$ cat src/rtl/iterative_divider.sv
// Radix-2 restoring integer divider for the complex (mul/div) issue path.
// Handles DIV/DIVU/REM/REMU one quotient bit per cycle. Divide-by-zero and
// signed overflow bypass the iteration and finish in one cycle. Results follow
// RISC-V M semantics: the quotient truncates toward zero and the remainder
// takes the sign of the dividend.
module iterative_divider #(
  parameter int DATA_WIDTH = 32,
  parameter int CNT_WIDTH  = $clog2(DATA_WIDTH)
) (
  input  logic                  clk,
  input  logic                  rst,
  input  logic                  req,
  input  logic                  isSigned,
  input  logic                  isRem,
  input  logic [DATA_WIDTH-1:0] dividend,
  input  logic [DATA_WIDTH-1:0] divisor,
  input  logic                  flush,
  output logic                  divFree,
  output logic                  finished,
  output logic [DATA_WIDTH-1:0] result
);

  localparam logic [1:0] S_FREE   = 2'd0;
  localparam logic [1:0] S_RUN    = 2'd1;
  localparam logic [1:0] S_FINISH = 2'd2;

  localparam logic [CNT_WIDTH-1:0]  CNT_LAST = CNT_WIDTH'(DATA_WIDTH - 1);
  localparam logic [DATA_WIDTH-1:0] MIN_NEG  = {1'b1, {(DATA_WIDTH-1){1'b0}}};

  // Two's-complement negation.
  function automatic logic [DATA_WIDTH-1:0] negate(input logic [DATA_WIDTH-1:0] v);
    return ~v + DATA_WIDTH'(1);
  endfunction

  // Magnitude of an operand; only signed operands with the MSB set are negated.
  function automatic logic [DATA_WIDTH-1:0] magnitude(input logic [DATA_WIDTH-1:0] v,
                                                      input logic              sgn);
    return (sgn && v[DATA_WIDTH-1]) ? negate(v) : v;
  endfunction

  logic [1:0]            state_q, state_d;
  logic [CNT_WIDTH-1:0]  cnt_q, cnt_d;
  logic [DATA_WIDTH-1:0] rem_q, rem_d;
  logic [DATA_WIDTH-1:0] quo_q, quo_d;
  logic [DATA_WIDTH-1:0] dvs_q, dvs_d;
  logic [DATA_WIDTH-1:0] result_q, result_d;
  logic                  isRem_q, isRem_d;
  logic                  negQ_q, negQ_d;
  logic                  negR_q, negR_d;

  logic                  sgnA, sgnB;
  logic [DATA_WIDTH:0]   shifted;
  logic [DATA_WIDTH-1:0] diff;
  logic                  take;
  logic [DATA_WIDTH-1:0] fin_val;

  assign sgnA = isSigned & dividend[DATA_WIDTH-1];
  assign sgnB = isSigned & divisor[DATA_WIDTH-1];

  // The partial remainder after the shift can reach 2*|divisor|-1, so the
  // compare keeps the extra bit. When the subtract is taken the difference is
  // below |divisor| and therefore fits in DATA_WIDTH bits.
  assign shifted = {rem_q, quo_q[DATA_WIDTH-1]};
  assign take    = (shifted >= {1'b0, dvs_q});
  assign diff    = shifted[DATA_WIDTH-1:0] - dvs_q;

  assign fin_val = isRem_q ? (negR_q ? negate(rem_q) : rem_q)
                           : (negQ_q ? negate(quo_q) : quo_q);

  assign divFree  = (state_q == S_FREE);
  assign finished = (state_q == S_FINISH) && !flush;
  assign result   = (state_q == S_FINISH) ? fin_val : result_q;

  // Next-state and datapath update for FREE / RUN / FINISH.
  always_comb begin
    state_d  = state_q;
    cnt_d    = cnt_q;
    rem_d    = rem_q;
    quo_d    = quo_q;
    dvs_d    = dvs_q;
    result_d = result_q;
    isRem_d  = isRem_q;
    negQ_d   = negQ_q;
    negR_d   = negR_q;
    case (state_q)
      S_FREE: begin
        if (req && !flush) begin
          isRem_d = isRem;
          dvs_d   = magnitude(divisor, isSigned);
          if (divisor == '0) begin
            // Divide by zero: raw bit patterns, no sign fix-up.
            state_d = S_FINISH;
            quo_d   = '1;
            rem_d   = dividend;
            negQ_d  = 1'b0;
            negR_d  = 1'b0;
          end else if (isSigned && (dividend == MIN_NEG) && (divisor == '1)) begin
            // Signed overflow: quotient wraps to the dividend.
            state_d = S_FINISH;
            quo_d   = dividend;
            rem_d   = '0;
            negQ_d  = 1'b0;
            negR_d  = 1'b0;
          end else begin
            state_d = S_RUN;
            cnt_d   = CNT_LAST;
            rem_d   = '0;
            quo_d   = magnitude(dividend, isSigned);
            negQ_d  = sgnA ^ sgnB;
            negR_d  = sgnA;
          end
        end
      end
      S_RUN: begin
        if (flush) begin
          state_d = S_FREE;
        end else begin
          rem_d = take ? diff : shifted[DATA_WIDTH-1:0];
          quo_d = {quo_q[DATA_WIDTH-2:0], take};
          if (cnt_q == '0) begin
            state_d = S_FINISH;
          end else begin
            cnt_d = cnt_q - CNT_WIDTH'(1);
          end
        end
      end
      S_FINISH: begin
        state_d = S_FREE;
        if (!flush) begin
          result_d = fin_val;
        end
      end
      default: state_d = S_FREE;
    endcase
  end

  // State and datapath registers; asynchronous reset returns the unit to idle.
  always_ff @(posedge clk or negedge rst) begin
    if (!rst) begin
      state_q  <= S_FREE;
      cnt_q    <= '0;
      rem_q    <= '0;
      quo_q    <= '0;
      dvs_q    <= '0;
      result_q <= '0;
      isRem_q  <= 1'b0;
      negQ_q   <= 1'b0;
      negR_q   <= 1'b0;
    end else begin
      state_q  <= state_d;
      cnt_q    <= cnt_d;
      rem_q    <= rem_d;
      quo_q    <= quo_d;
      dvs_q    <= dvs_d;
      result_q <= result_d;
      isRem_q  <= isRem_d;
      negQ_q   <= negQ_d;
      negR_q   <= negR_d;
    end
  end

  // The scheduler must never issue into a busy unit.
  a_no_req_when_busy: assert property (@(posedge clk) disable iff (!rst) !(req && !divFree));

endmodule

$ cat config.mk
export PLATFORM = sky130hd
export DESIGN_NAME = iterative_divider
export DESIGN_NICKNAME = d
export VERILOG_FILES = /design/src/rtl/iterative_divider.sv
export SDC_FILE = /design/constraint.sdc
export NUM_CORES = 1
export LEC_CHECK = 0
export BUFFER_PORTS_ARGS = -buffer_cell sky130_fd_sc_hd__buf_2
export CORE_MARGIN = 4
export CORE_UTILIZATION = 40
export CTS_BUF_LIST = sky130_fd_sc_hd__clkbuf_8
export DETAILED_ROUTE_END_ITERATION = 12
export PLACE_DENSITY = 0.69
export SYNTH_ARGS = -nofsm -noshare
export SYNTH_HDL_FRONTEND = slang
export SYNTH_SLANG_ARGS = --single-unit
$ cat constraint.sdc
create_clock -name clk -period 4.3 [get_ports clk]
set_clock_uncertainty 0.15 [all_clocks]
set_input_delay 0.215 -clock clk [delete_from_list [all_inputs] [get_ports clk]]
set_output_delay 0.215 -clock clk [all_outputs]
set_load 0.02 [all_outputs]
### Word level (Yosys, flattened, before mapping)

Cells that the tools add are included.

| operators by class | value |
|---|---|
| add/subtract/negate cells | 6 |
| order comparisons | 1 |
| equality and inequality tests | 10 |
| muxes and demuxes | 32 |
| bitwise gates (word level) | 8 |
| reduce and logical (&&, ||, !) cells | 16 |

Operators with widths:

| operator | number |
|---|---|
| $mux W32 | 14 |
| $add A32 B1 Y32 const B | 4 |
| $not A32 Y32 | 4 |
| $pmux W32 S2 | 2 |
| $eq A32 B32 Y1 const B | 2 |
| $ge A33 B32 Y1 | 1 |
| $logic_not A32 Y1 | 1 |
| $sub A32 B32 Y32 | 1 |
| $mux W5 | 5 |
| $mux W2 | 5 |
| $pmux W5 S2 | 1 |
| $ne A2 B2 Y1 const B | 4 |
| $logic_and A1 B1 Y1 | 6 |
| $reduce_and A2 Y1 | 3 |
| $reduce_and A6 Y1 | 1 |
| $logic_not A5 Y1 | 1 |
| $sub A5 B1 Y5 const B | 1 |
| $mux W1 | 4 |
| $pmux W2 S2 | 1 |
| $ne A3 B3 Y1 const B | 1 |
| $reduce_and A3 Y1 | 1 |
| $and A1 B1 Y1 | 2 |
| $eq A2 B1 Y1 const B | 1 |
| $eq A2 B2 Y1 const B | 1 |
| 6 further kinds | 6 |

| storage, ports and cells | value |
|---|---|
| register bits | 138 |
| output and inout port bits | 34 |

### Logic depth before layout (Yosys ltp)

| logic depth | value |
|---|---|
| depth after elaboration | 7 |
| depth in mapped cells | 14 |
| gate-level depth less buffers | 12 |

### Worst setup path before layout

No wires, ideal clock.

| timing path | value |
|---|---|
| path type | reg-to-output |
| start point | register rem_q[10] |
| end point | output port result[30] |
| arrival | 3.108 ns |
| path slack | 0.827 ns |
| cell stages (with the launch flop) | 11 |
| buffers on the path | 1 |
| path through | dfrtp_1 > or4_4 > or4_4 > or2_1 > buf_6 > or4_4 > o21ai_2 > xor2_1 > nand2_1 > o21ai_1 > o21ai_0 |

| on the way | value |
|---|---|
| word-level cells in the longest chain between the ends | 5 |

RTL lines:

| item | line | RTL |
|---|---|---|
| start: declaration | 43 | `logic [DATA_WIDTH-1:0] rem_q, rem_d;` |
| start signal: assignment | 152 | `rem_q <= rem_d;` |
| $not A32 Y32 | 32 | `return ~v + DATA_WIDTH'(1);` |
| $add A32 B1 Y32 | 32 |  |
| $mux W32 (2 in a row) | 67 | `assign fin_val = isRem_q ? (negR_q ? negate(rem_q) : rem_q)` |
| $mux W32 | 72 | `assign result = (state_q == S_FINISH) ? fin_val : result_q;` |
| end: declaration | 20 | `output logic [DATA_WIDTH-1:0] result` |

Every way passes these cells.

### Final worst setup path

| timing path | value |
|---|---|
| start point | register rem_q[17] |
| end point | output port result[27] |

Same word-level chain as after synthesis.

==> results_tabular.tex <==
\begin{tabular}{lr}
\hline
Metric & Value \\
\hline
\multicolumn{2}{l}{\textbf{Global routing}} \\
Via count of the first global-routing pass & 10150 \\
Global routing usage on met1 & 0.3150 \\
Antenna violations before repair & 0 \\
Global-route usage over all layers & 0.2175 \\
Overall overflow remaining after global route & 0 \\
Most Crowded Layer GR & met2 \\
Pin count of the biggest net entering global routing & 76 \\
Met2 Usage GRT & 0.3376 \\
Met3 layer usage reported by global route & 0.02914 \\
First-pass GRT wire length & 54.03 mm \\
\multicolumn{2}{l}{\textbf{Worst setup path}} \\
Worst Path Max Fanout & 5 \\
Critical setup path kind & reg2out \\
Worst setup SP type & flop \\
Data required time of the worst path & 3.93 ns \\
Worst EP arrival & 3.77 ns \\
Kind of end point of the critical path & primary output \\
\multicolumn{2}{l}{\textbf{STA}} \\
Least-Margin Pin Slew & 1.087 ns \\
Fmax & 0.2418 GHz \\
Final slew viol count & 0 \\
RSZ-0062 raised after global routing & false \\
Worst-case headroom to the max-slew limit & 0.2755 \\
Tcrit/Tclk final & 0.9618 \\
Count of final hold-check violations & 0 \\
Final setup TNS & 0 ns \\
Minimum clock period after layout & 4.136 ns \\
Final setup violation count & 0 \\
\multicolumn{2}{l}{\textbf{Floorplanning}} \\
Number of placement rows & 60 \\
Starting density of the core & 0.4080 \\
Number of placed I/O pins & 104 \\
Standard cell core area & 27100 um2 \\
Die Outline Area & 30370 um2 \\
Chip Width & 174.3 um \\
Vertical die dimension & 174.3 um \\
\multicolumn{2}{l}{\textbf{Pwr}} \\
P\_leak & 5.547 nW \\
Pwr dens & 652.8 nW/um2 \\
Worst ir drop on vdd & 0.0003265 V \\
\multicolumn{2}{l}{\textbf{Synthesis}} \\
Seq/Total Area, Yosys & 0.3123 \\
Flops \& latches, synth & 138 \\
Post-synthesis average cell area & 7.858 um2 \\
Number of enable-type register cells in the synthesized netlist & 0 \\
Main synth FF type & sky130\_fd\_sc\_hd\_\_dfrtp\_1 \\
Top cells by count, synth & 185 x sky130\_fd\_sc\_hd\_\_nand2\_1, 166 x sky130\_fd\_sc\_hd\_\_o21ai\_0, 138 x sky130\_fd\_sc\_hd\_\_dfrtp\_1 \\
Biggest area consumer among synthesized cells & sky130\_fd\_sc\_hd\_\_dfrtp\_1 \\
Post-synthesis net count & 1517 \\
Mapped Area & 11060 um2 \\
Cell types occupying the most area after synthesis & sky130\_fd\_sc\_hd\_\_dfrtp\_1 31\%, sky130\_fd\_sc\_hd\_\_o21ai\_0 7.5\%, sky130\_fd\_sc\_hd\_\_nand2\_1 6.3\%, sky130\_fd\_sc\_hd\_\_xnor2\_1 5.9\%, sky130\_fd\_sc\_hd\_\_a21oi\_1 5.8\% \\
Cells after synthesis & 1407 \\
Share of async-settable or async-resettable flops after synthesis & 1.000 \\
Distinct cells, synth & 68 \\
Most numerous cell in the Yosys netlist & sky130\_fd\_sc\_hd\_\_nand2\_1 \\
Total number of yosys warnings & 0 \\
Fraction of post-synthesis cell area in the top cell type by area & 0.3123 \\
\multicolumn{2}{l}{\textbf{Routing}} \\
Average routed wire per standard cell & 17.22 um \\
Total via count after detailed routing & 10660 \\
Number of routed nets with antenna violations & 0 \\
Via-to-Cell Ratio & 5.539 \\
Final WL & 33.14 mm \\
First-iteration detailed-routing DRC count & 945 \\
DRC violation count after routing & 0 \\
Length of the first detailed-routing pass in iterations & 5 \\
\multicolumn{2}{l}{\textbf{CTS}} \\
Level count of the clock H-tree & 4 \\
Number of buffers added for setup after CTS & 0 \\
Largest buffer count on any clock path & 2 \\
Register clock-pin slew on the reported worst setup and hold paths & 0.07 ns \\
Clock root buffer & sky130\_fd\_sc\_hd\_\_clkbuf\_8 \\
Clock latency on the worst-skew pair & 0.47 ns \\
CTS Buf Count & 17 \\
Number of sinks on the clock net & 138 \\
TritonCTS clock tree & yes \\
\multicolumn{2}{l}{\textbf{Cells and area}} \\
Post-layout nets & 1650 \\
Diodes inserted & 0 \\
Count of non-filler cells in the finished layout & 1925 \\
Ratio of cells with drive above 1 in the final layout & 0.1314 \\
Relative area change from synthesis to final layout & 17.96\% \\
Final core utilization & 0.4813 \\
\multicolumn{2}{l}{\textbf{Worst hold path}} \\
HP Class & in2reg \\
\multicolumn{2}{l}{\textbf{Placed design}} \\
Number of placed instances with taps included & 1831 \\
Quantity of I/O buffers inserted on ports & 103 \\
GP Congestion & 0.9189 \\
HPWL Detailed & 25.10 mm \\
\multicolumn{2}{l}{\textbf{Run status}} \\
Outcome & complete, no violations \\
\multicolumn{2}{l}{\textbf{Flow run}} \\
Max capacitance violation total & 0 \\
\hline
\end{tabular}
[timing repair]
item	4_1_cts	5_1_grt
hold buffers	62	0
setup endpoints to repair	0	5
gates resized for setup	0	3
endpoints found under the hold margin	144	0
[layout by cell type, fill, tap and decap left out, types with 38 or more instances in the layout]
cell	netlist	final
sky130_fd_sc_hd__a21oi_1	129	129
sky130_fd_sc_hd__buf_2	4	102
sky130_fd_sc_hd__dfrtp_1	138	137
sky130_fd_sc_hd__dlygate4sd3_1	0	62
sky130_fd_sc_hd__ha_1	39	39
sky130_fd_sc_hd__inv_1	57	58
sky130_fd_sc_hd__nand2_1	185	185
sky130_fd_sc_hd__nor2_1	89	88
sky130_fd_sc_hd__o21ai_0	166	166
sky130_fd_sc_hd__or3_1	38	38
sky130_fd_sc_hd__xnor2_1	74	74
sky130_fd_sc_hd__xor2_1	73	73
[final timing paths]
kind | start | end | slack [ns] | depth (start not counted)
max in group asynchronous | rst | rem_q[30] | 2.86 | 3
min in group asynchronous | rst | result_q[9] | 0.18 | 2
hold reg to reg | result_q[14] | result_q[14] | 0.33 | 2
setup reg to reg | rem_q[14] | rem_q[1] | 0.48 | 11
setup / recovery | rem_q[17] | result[27] | 0.16 | 9
hold / removal | divisor[10] | dvs_q[10] | 0.03 | 3
[final cells by class]
cell class | instances | area, um2
Clock buffer | 20 | 275.3
Clock inverter | 12 | 195.2
Fill cell | 2634 | 14060
Inverter | 57 | 214.0
Multi-Input combinational cell | 1138 | 7123
Sequential cell | 138 | 3455
Tap cell | 372 | 465.4
Timing Repair Buffer | 188 | 1315
[cells by family after synthesis]
kind of cell	after synthesis	share of synthesized area
xor+xnor	147	0.1164
fa+ha+maj	40	0.04594
compound gates	456	0.2451
buf+inv	131	0.04606
flops	138	0.3123
simple gates	462	0.2024
mux	33	0.03168
[report_power, final]
group | switching (mW) | internal (mW) | total, mW | leakage, nW
logic | 2.86 | 2.01 | 4.87 | 3.65
registers | 0.614 | 1.77 | 2.38 | 1.67
clock network | 0.532 | 0.733 | 1.27 | 0.232
total | 4.01 | 4.51 | 8.51 | 5.55
[critical path, stage by stage (launching register included)]
cell and delay [ns]:
sky130_fd_sc_hd__dfrtp_1 0.47, sky130_fd_sc_hd__or4_4 0.59, sky130_fd_sc_hd__or4_4 0.46, sky130_fd_sc_hd__or3_1 0.45
sky130_fd_sc_hd__or3_1 0.36, sky130_fd_sc_hd__o21ai_1 0.15, sky130_fd_sc_hd__xor2_1 0.20, sky130_fd_sc_hd__a21oi_1 0.13
sky130_fd_sc_hd__mux2_2 0.33, sky130_fd_sc_hd__buf_2 0.16
[metal layers]
layer / vias to the layer above / wire length, um / part of all wire
met3: 56 / 1837 / 0.055
met4: 0 / 850 / 0.026
met1: 4963 / 15710 / 0.47
met5: - / 0 / 0
li1: 5297 / - / -
met2: 347 / 14740 / 0.44
[through the flow]
stage / hold slack (ns) / worst slack (ns) / area [um2] / total power [mW]
2_1_floorplan: -0.2306 / 0.8267 / 11060 / 5.791
3_3_place_gp: 0.1434 / 0.4553 / 11930 / 7.064
3_5_place_dp: 0.1461 / 0.3627 / 11930 / 7.129
4_1_cts: 0.003548 / 0.1154 / 13030 / 8.457
5_1_grt: 0.02399 / 0.01753 / 13040 / 9.228
6_report: 0.02717 / 0.1644 / 13040 / 8.514
[registers in the layout (all words and copies together) (netlist names)]
register / flops
rem_q: 32
dvs_q: 32
negQ_q: 1
cnt_q: 5
state_q: 2
isRem_q: 1
negR_q: 1
quo_q: 32
result_q: 32
Note: power is estimated with default switching activity, not from simulation.
